--- config.mk ---
export PLATFORM = sky130hd
export DESIGN_NAME = ringbuf_read_ctrl
export DESIGN_NICKNAME = d
export VERILOG_FILES = /design/src/rtl/definitions.sv /design/src/rtl/rbctl_timer.sv /design/src/rtl/ringbuf_read_ctrl.sv
export SDC_FILE = /design/constraint.sdc
export NUM_CORES = 1
export LEC_CHECK = 0
export ABC_AREA = 1
export CORE_MARGIN = 3
export CORE_UTILIZATION = 43
export DETAILED_ROUTE_END_ITERATION = 7
export GPL_ROUTABILITY_DRIVEN = 0
export HOLD_SLACK_MARGIN = 0.12
export PLACE_DENSITY = 0.89
export SYNTH_ARGS = -nofsm -noshare
export SYNTH_HDL_FRONTEND = slang
export SYNTH_SLANG_ARGS = --single-unit
--- constraint.sdc ---
create_clock -name clk -period 3.65 [get_ports clk]
set_input_delay 0.365 -clock clk [delete_from_list [all_inputs] [get_ports clk]]
set_output_delay 0.365 -clock clk [all_outputs]
set_load 0.005 [all_outputs]
--- src/rtl/definitions.sv ---
// Shared types and constants for the DDR read-capture path.
package definitions;

    typedef logic        ulogic1;
    typedef logic [2:0]  ulogic3;
    typedef logic [15:0] ulogic16;

    localparam int unsigned RB_DEPTH = 8;
    localparam int unsigned RB_PTR_W = 3;

    typedef enum logic [2:0] {
        S_IDLE    = 3'd0,
        S_CLEAR   = 3'd1,
        S_WAIT    = 3'd2,
        S_LISTEN  = 3'd3,
        S_FETCH   = 3'd4,
        S_PRESENT = 3'd5
    } rbctl_state_e;

endpackage

--- src/rtl/rbctl_timer.sv ---
// Loadable 4-bit down-counter; holds at zero and flags it.
module rbctl_timer (
    input  logic       clk,
    input  logic       reset,
    input  logic       load,
    input  logic [3:0] load_val,
    output logic       zero
);

    logic [3:0] cnt;

    always_ff @(posedge clk or negedge reset) begin
        if (!reset) begin
            cnt <= 4'd0;
        end else if (load) begin
            cnt <= load_val;
        end else if (cnt != 4'd0) begin
            cnt <= cnt - 4'd1;
        end
    end

    assign zero = (cnt == 4'd0);

endmodule

--- src/rtl/ringbuf_read_ctrl.sv ---
// Read-burst sequencer for the 8x16 read-capture ring buffer: clear, wait out
// CAS latency, open the capture window, then drain words over valid/ready.
module ringbuf_read_ctrl #(
    parameter int unsigned CAS_LATENCY  = 3,
    parameter int unsigned BURST_CYCLES = 4
) (
    input  logic        clk,
    input  logic        reset,
    input  logic        rd_issue,
    output logic        rb_clear,
    output logic        listen,
    output logic [2:0]  readPtr,
    input  logic [15:0] dout,
    output logic [15:0] rd_data,
    output logic        rd_valid,
    input  logic        rd_ready,
    output logic        rd_last,
    output logic        busy,
    output logic        rd_overrun
);
    import definitions::*;

    // WAIT lasts CAS_LATENCY-2 cycles and LISTEN BURST_CYCLES+1; timer exits on zero.
    localparam logic [3:0] WAIT_LOAD   = (CAS_LATENCY > 2) ? 4'(CAS_LATENCY - 3) : 4'd0;
    localparam logic [3:0] LISTEN_LOAD = 4'(BURST_CYCLES);
    localparam logic [RB_PTR_W-1:0] LAST_IDX = RB_PTR_W'(RB_DEPTH - 1);

    rbctl_state_e        state;
    logic [RB_PTR_W-1:0] k;
    logic                t_load;
    logic [3:0]          t_val;
    logic                t_zero;

    // Timer reloads on leaving CLEAR and on leaving WAIT.
    assign t_load = (state == S_CLEAR) || ((state == S_WAIT) && t_zero);
    assign t_val  = ((state == S_CLEAR) && (CAS_LATENCY > 2)) ? WAIT_LOAD : LISTEN_LOAD;

    rbctl_timer u_timer (
        .clk      (clk),
        .reset    (reset),
        .load     (t_load),
        .load_val (t_val),
        .zero     (t_zero)
    );

    // State register with outputs registered alongside each transition.
    always_ff @(posedge clk or negedge reset) begin
        if (!reset) begin
            state      <= S_IDLE;
            k          <= '0;
            rb_clear   <= 1'b0;
            listen     <= 1'b0;
            rd_valid   <= 1'b0;
            rd_last    <= 1'b0;
            busy       <= 1'b0;
            rd_overrun <= 1'b0;
        end else begin
            rb_clear   <= 1'b0;
            listen     <= 1'b0;
            rd_valid   <= 1'b0;
            rd_last    <= 1'b0;
            rd_overrun <= rd_issue && (state != S_IDLE);

            case (state)
                S_IDLE: begin
                    busy <= 1'b0;
                    if (rd_issue) begin
                        state    <= S_CLEAR;
                        rb_clear <= 1'b1;
                        busy     <= 1'b1;
                    end
                end

                S_CLEAR: begin
                    busy <= 1'b1;
                    if (CAS_LATENCY <= 2) begin
                        state  <= S_LISTEN;
                        listen <= 1'b1;
                    end else begin
                        state <= S_WAIT;
                    end
                end

                S_WAIT: begin
                    busy <= 1'b1;
                    if (t_zero) begin
                        state  <= S_LISTEN;
                        listen <= 1'b1;
                    end
                end

                S_LISTEN: begin
                    busy <= 1'b1;
                    if (t_zero) begin
                        state <= S_FETCH;
                        k     <= '0;
                    end else begin
                        listen <= 1'b1;
                    end
                end

                S_FETCH: begin
                    busy     <= 1'b1;
                    state    <= S_PRESENT;
                    rd_valid <= 1'b1;
                    rd_last  <= (k == LAST_IDX);
                end

                S_PRESENT: begin
                    if (rd_ready) begin
                        if (k == LAST_IDX) begin
                            state <= S_IDLE;
                            busy  <= 1'b0;
                        end else begin
                            state <= S_FETCH;
                            k     <= k + RB_PTR_W'(1);
                            busy  <= 1'b1;
                        end
                    end else begin
                        busy     <= 1'b1;
                        rd_valid <= 1'b1;
                        rd_last  <= (k == LAST_IDX);
                    end
                end

                default: begin
                    state <= S_IDLE;
                    busy  <= 1'b0;
                end
            endcase
        end
    end

    assign readPtr = k;

    // Ring buffer data is only exposed while a word is being offered.
    assign rd_data = rd_valid ? dout : 16'h0000;

endmodule
==> flow_metrics.tcl, run 1 <==
set metrics [dict create \
    status "complete, no violations" \
    drc 0 \
    timing.max_cap.violations 0 \
    core_um2 2100 \
    internal_power_mw 0.498 \
    ios 45 \
    design_area_um2 1500 \
    diodes 0 \
    clock_sinks 16 \
    clkSlewWorstSetupHoldPaths_ns 0.09 \
    wire_per_inst_um 10.6 \
    busiest_layer "met2" \
    synth-edff-count 0 \
    fmax_mhz 510 \
    yosysUniqueCellTypes 24 \
    worstMarginPinSlew_ns 0.685 \
    initial_core_util_pct 48.3 \
    grt_max_degree 18 \
    cp-start-kind "flop" \
    drt_wl_total_um 2160 \
    cts_buffer_depth 2 \
    ir_worst_vdd_v 0.000417 \
    pwr-share-comb_pct 50.8 \
    critPathCaptureType "primary output" \
    htree_levels 1 \
    cp.arrival_ns 1.59 \
    p_sw_share_pct 41.2 \
    timing.final.ws_setup_ns 1.69 \
    via_per_inst 4.69 \
    rsz0062_at_grt "false" \
    clock_power_share_pct 13.5 \
    post_cts_buffers 0 \
    die_w_um 54.6 \
    timing.setup.tns_ns 0 \
    antenna_found_initial 0 \
    dp.cells 199 \
    slew_headroom_pct 54.2 \
    finalHoldViolations 0 \
    post_cts_resized 0 \
    synthFlopType "dfrtp_1" \
    seq_power_share_pct 35.7 \
    skew_ns 0.00332 \
    ys_seq_area_share_pct 39.5 \
    grt_pass1_wl_um 3490 \
    netlist_top_cells_count "34 x nand2_1, 26 x inv_1, 16 x dfrtp_1, 7 x nand3_1, 7 x nor2_1" \
    regToRegSetupSlack_ns 2.22 \
    worst-setup-path-type "reg -> out" \
    yosysMostFrequentCell "nand2_1" \
    ys_warn_count 0 \
    first_pass_iters 5 \
    place_ws_ns 1.82 \
    ant_nets 0 \
    use_met2_pct 31.9 \
    finalCritPeriodShare_pct 53.7 \
    synth_nets 156 \
    fin_crit_ns 1.96 \
    post-route-util_pct 71.3 \
    cts_tree "built" \
    synth_area_per_cell_um2 7.69 \
    area_growth_pct 47.6 \
    synth-seq-cells 16 \
    cts_made_buffers 3 \
    port_buffers 44 \
    cp_max_fo 17 \
    required_ns 3.28 \
    vias 953 \
    hold_class "in -> async" \
    gr-total-overflow 0 \
    async_reset_ff_share_pct 100 \
    p_per_area_nw_per_um2 566 \
    synth_top_cell_by_area "dfrtp_1" \
    slew_viol_final 0 \
    grt_usage_pct 15.8 \
    switchingPower_mw 0.350 \
    grt_pass1_vias 914 \
    final_nets 201 \
    synth_top_area_share_pct 39.5 \
    finalNonFillerCells 203 \
    syn_area_um2 1010 \
    clock_latency_ns 0.28 \
    grt_util_met1_pct 14.8 \
    cts_root_buf "clkbuf_4" \
    grt_use_met3_pct 4.63 \
    netlist_instances 132 \
    synthTopCellsByArea "dfrtp_1 39%, nand2_1 13%, inv_1 9.6%, ha_1 4.9%, nand2_2 3.7%" \
    place_area_um2 1460 \
    cts_hold_buf 0 \
    setup_viol_count_final 0 \
    dp_hpwl_um 1810 \
    fp-row-count 16 \
    dieArea_um2 2980 \
    die_h_um 54.6 \
    drt_iter0_drc 10 \
    drive_gt1_share_pct 15.9 \
    p_leak_nw 0.830 \
]
==> critical path, stage by stage, from the launching register on <==
cell and delay (ns):
dfrtp_1 0.64, nand2_1 0.11, inv_1 0.07, clkdlybuf4s50_1 0.50
==> placed cells by master (no fill, tap or decap), drive strengths merged <==
cell type	count
nand3	9
nand2	41
nor3	1
o21ai	3
clkdlybuf4s50	44
a21oi	3
xnor2	2
nand3b	1
ha	4
nand4	2
inv	32
nor2	13
o22ai	1
dfrtp	16
clkbuf	4
==> registers in the layout, indices dropped and copies added, names as in the netlist <==
register,flops
rd_overrun,1
rb_clear,1
busy,1
rd_valid,1
u_timer.cnt,4
state,3
readPtr,3
rd_last,1
listen,1
==> stage by stage <==
step	power, mW	hold WS, ns
4_1_cts	0.858	0.523
6_report	0.848	0.491
3_3_place_gp	0.724	0.493
5_1_grt	0.920	0.551
3_5_place_dp	0.741	0.505
2_1_floorplan	0.616	0.0694
==> layer usage <==
layer  vias up  part of all wire, %
li1        475                    -
met2        49                   49
met5         -                    0
met3         4                   14
met1       425                   36
met4         0                 0.69
==> layout make-up <==
| class | count | area, µm² |
|---|---|---|
| Clock buffer | 4 | 36.3 |
| Fill cell | 169 | 604 |
| Inverter | 32 | 120 |
| Multi-Input combinational cell | 80 | 467 |
| Sequential cell | 16 | 400 |
| Tap cell | 27 | 33.8 |
| Timing Repair Buffer | 44 | 440 |
==> power groups by stage <==
stage          logic (mW)  clock network [mW]  registers (mW)
6_report            0.431               0.115           0.302
5_1_grt             0.486               0.124           0.311
4_1_cts             0.439               0.117           0.302
3_5_place_dp        0.435                   0           0.305
3_3_place_gp        0.422                   0           0.302
2_1_floorplan       0.346                   0           0.270
==> kinds of logic (layout without fill, tap and decap cells) <==
group	count (synthesis)	count (layout)	synth area share [%]
flip-flops	16	16	39.5
AO/OA/AOI/OAI	7	7	4.19
buffers and inverters	36	80	14.5
XOR/XNOR	2	2	1.73
adder cells (fa/ha/maj)	4	4	4.93
AND/OR/NAND/NOR	67	67	35.1
==> path summary, 6_finish.rpt <==
kind,startpoint,end,cells after the start
setup / recovery,rd_valid$_DFF_PN0_,rd_data[0],3
hold / removal,reset,u_timer.cnt[0]$_DFFE_PN0P_,1
setup reg to reg,readPtr[0]$_DFFE_PN0P_,readPtr[0]$_DFFE_PN0P_,8
hold reg to reg,readPtr[1]$_DFFE_PN0P_,readPtr[1]$_DFFE_PN0P_,2
max in group asynchronous,reset,rd_valid$_DFF_PN0_,1
min in group clk,readPtr[1]$_DFFE_PN0P_,readPtr[1]$_DFFE_PN0P_,2
No activity file was read; power rests on OpenSTA's default activity.
==> inputs of run 2 (changes only) <==
CORE_UTILIZATION = 41   (was 43)
PLACE_DENSITY = 0.86   (was 0.89)
clock period = 2 ns   (was 3.65 ns; I/O delays follow)
==> run 2 against run 1 <==
  * Final cell count grew 0.49%
  * Non-clock buffer count is the same
  * Design area is essentially flat
  * Global-route usage grew 0.23 points
  * Sequential share of layout area is essentially flat
  * Clock skew grew 0.00087 ns
  * First-iteration DRC count grew 80%
  * Highest routed layer unchanged
  * Die area grew 4.4%
  * Total power grew 84%
  * Sequential power grew 82%
  * Wire length grew 9.7%
  * Largest power group unchanged
  * Register-to-register slack lost 1.7 ns
==> flow_metrics.tcl, run 2 (same netlist as run 1, synthesis figures left out) <==
set metrics [dict create \
    cts_hold_buf 0 \
    finalHoldViolations 0 \
    fill_cells 185 \
    htree_levels 1 \
    cp-start-kind "flop" \
    setup_viol_count_final 0 \
    finalNonFillerCells 204 \
    p_per_area_nw_per_um2 1040 \
    clkSlewWorstSetupHoldPaths_ns 0.09 \
    dp.cells 200 \
    die_h_um 55.8 \
    clock_power_share_pct 13.9 \
    path_delay_family "flip-flops" \
    final_nets 201 \
    timing.final.ws_setup_ns 0.178 \
    die_w_um 55.8 \
    drt_iter0_drc 18 \
    design_area_um2 1500 \
    hold_class "in -> async" \
    drt_wl_total_um 2370 \
    slowest_stage "dfrtp_1" \
    finalCritPeriodShare_pct 91.1 \
    rsz0062_at_grt "false" \
    internal_power_mw 0.910 \
    timing.max_cap.violations 0 \
    grt_max_degree 18 \
    fin_crit_ns 1.82 \
    most-common-layout-cells "44 x clkdlybuf4s50_1, 34 x nand2_1, 26 x inv_1" \
    regMostFlops "u_timer.cnt" \
    drive_gt1_share_pct 15.9 \
    place_area_um2 1460 \
    cp_max_fo 17 \
    ant_nets 0 \
    required_ns 1.80 \
    final_common_cell "clkdlybuf4s50_1" \
    vias 943 \
    post_cts_resized 0 \
    fin_hold_ws_ns 0.316 \
    slew_viol_final 0 \
    seq_power_share_pct 35.3 \
    cts_buffer_depth 2 \
    core_um2 2280 \
    final-seq-area_um2 400 \
    fp-row-count 17 \
    pwr-share-comb_pct 50.9 \
    via_per_inst 4.62 \
    timing.setup.tns_ns 0 \
    p_sw_share_pct 41.7 \
    first_pass_iters 4 \
    worstMarginPinSlew_ns 0.694 \
    switchingPower_mw 0.652 \
    cts_made_buffers 3 \
    r2r_cells 8 \
    gr-total-overflow 0 \
    power.total_mw 1.56 \
    grt_pass1_wl_um 3980 \
    ios 45 \
    clock_latency_ns 0.29 \
    antenna_found_initial 0 \
    timing.critical_path.buf_inv 2 \
    post-route-util_pct 65.9 \
    area_growth_pct 47.7 \
    grt_usage_pct 16.0 \
    diodes 0 \
    cp.arrival_ns 1.62 \
    fmax_mhz 549 \
    cts_tree "built" \
    drc 0 \
    dieArea_um2 3110 \
    post_cts_buffers 0 \
    largest_reg_flops 4 \
    slew_headroom_pct 53.6 \
    place_ws_ns 0.483 \
    critPathCaptureType "primary output" \
    clock_sinks 16 \
    path_depth 3 \
    status "complete, no violations" \
    port_buffers 44 \
    p_leak_nw 0.830 \
    wire_per_inst_um 11.6 \
    initial_core_util_pct 44.6 \
    dp_hpwl_um 1970 \
    multiInputGateArea_um2 467 \
    skew_ns 0.00419 \
    path_cells "nand2_1 > inv_1 > clkdlybuf4s50_1" \
    cts_root_buf "clkbuf_4" \
    grt_pass1_vias 906 \
    ir_worst_vdd_v 0.000753 \
    worst-setup-path-type "reg -> out" \
    slowest_delay_ns 0.63 \
]
[run 2: layout make-up]
cell class	instances	share of cell area [%]
Clock buffer	4	2.42
Inverter	32	8.01
Multi-Input combinational cell	80	31.1
Tap cell	28	2.34
Sequential cell	16	26.7
Timing Repair Buffer	44	29.4
[run 2: path summary, 6_finish.rpt]
| check | from | end | slack [ns] |
|---|---|---|---|
| min in group clk | rd_issue | rd_overrun$_DFF_PN0_ | 0.47 |
| worst min register to register | u_timer.cnt[0]$_DFFE_PN0P_ | u_timer.cnt[0]$_DFFE_PN0P_ | 0.50 |
| worst min-delay path | reset | u_timer.cnt[0]$_DFFE_PN0P_ | 0.32 |
| worst max-delay path | rd_valid$_DFF_PN0_ | rd_data[8] | 0.18 |
| worst max register to register | readPtr[0]$_DFFE_PN0P_ | readPtr[1]$_DFFE_PN0P_ | 0.55 |
| max in group asynchronous | reset | state[2]$_DFFE_PN0P_ | 1.24 |
[run 2: routing by layer]
layer  track usage, %  up-vias  share of wire [%]
met4             5.21        0                1.4
li1                 -      475                  -
met5                0        -                  0
met1             18.0      423                 41
met3             3.48        5                7.4
met2             29.6       40                 50
[run 2: power groups by stage]
stage                     Clock [mW]  Combinational [mW]  Sequential (mW)
after floorplan                    0               0.631            0.493
after global placement             0               0.769            0.551
after detailed placement           0               0.805            0.554
after CTS                      0.221               0.805            0.550
after global routing           0.238               0.889            0.569
final                          0.217               0.794            0.551
==> inputs of run 3 (changes only) <==
TNS_END_PERCENT = 30   (was default)
==> results of run 3 <==
No change in the layout: final DEF, timing and power equal those of run 2.
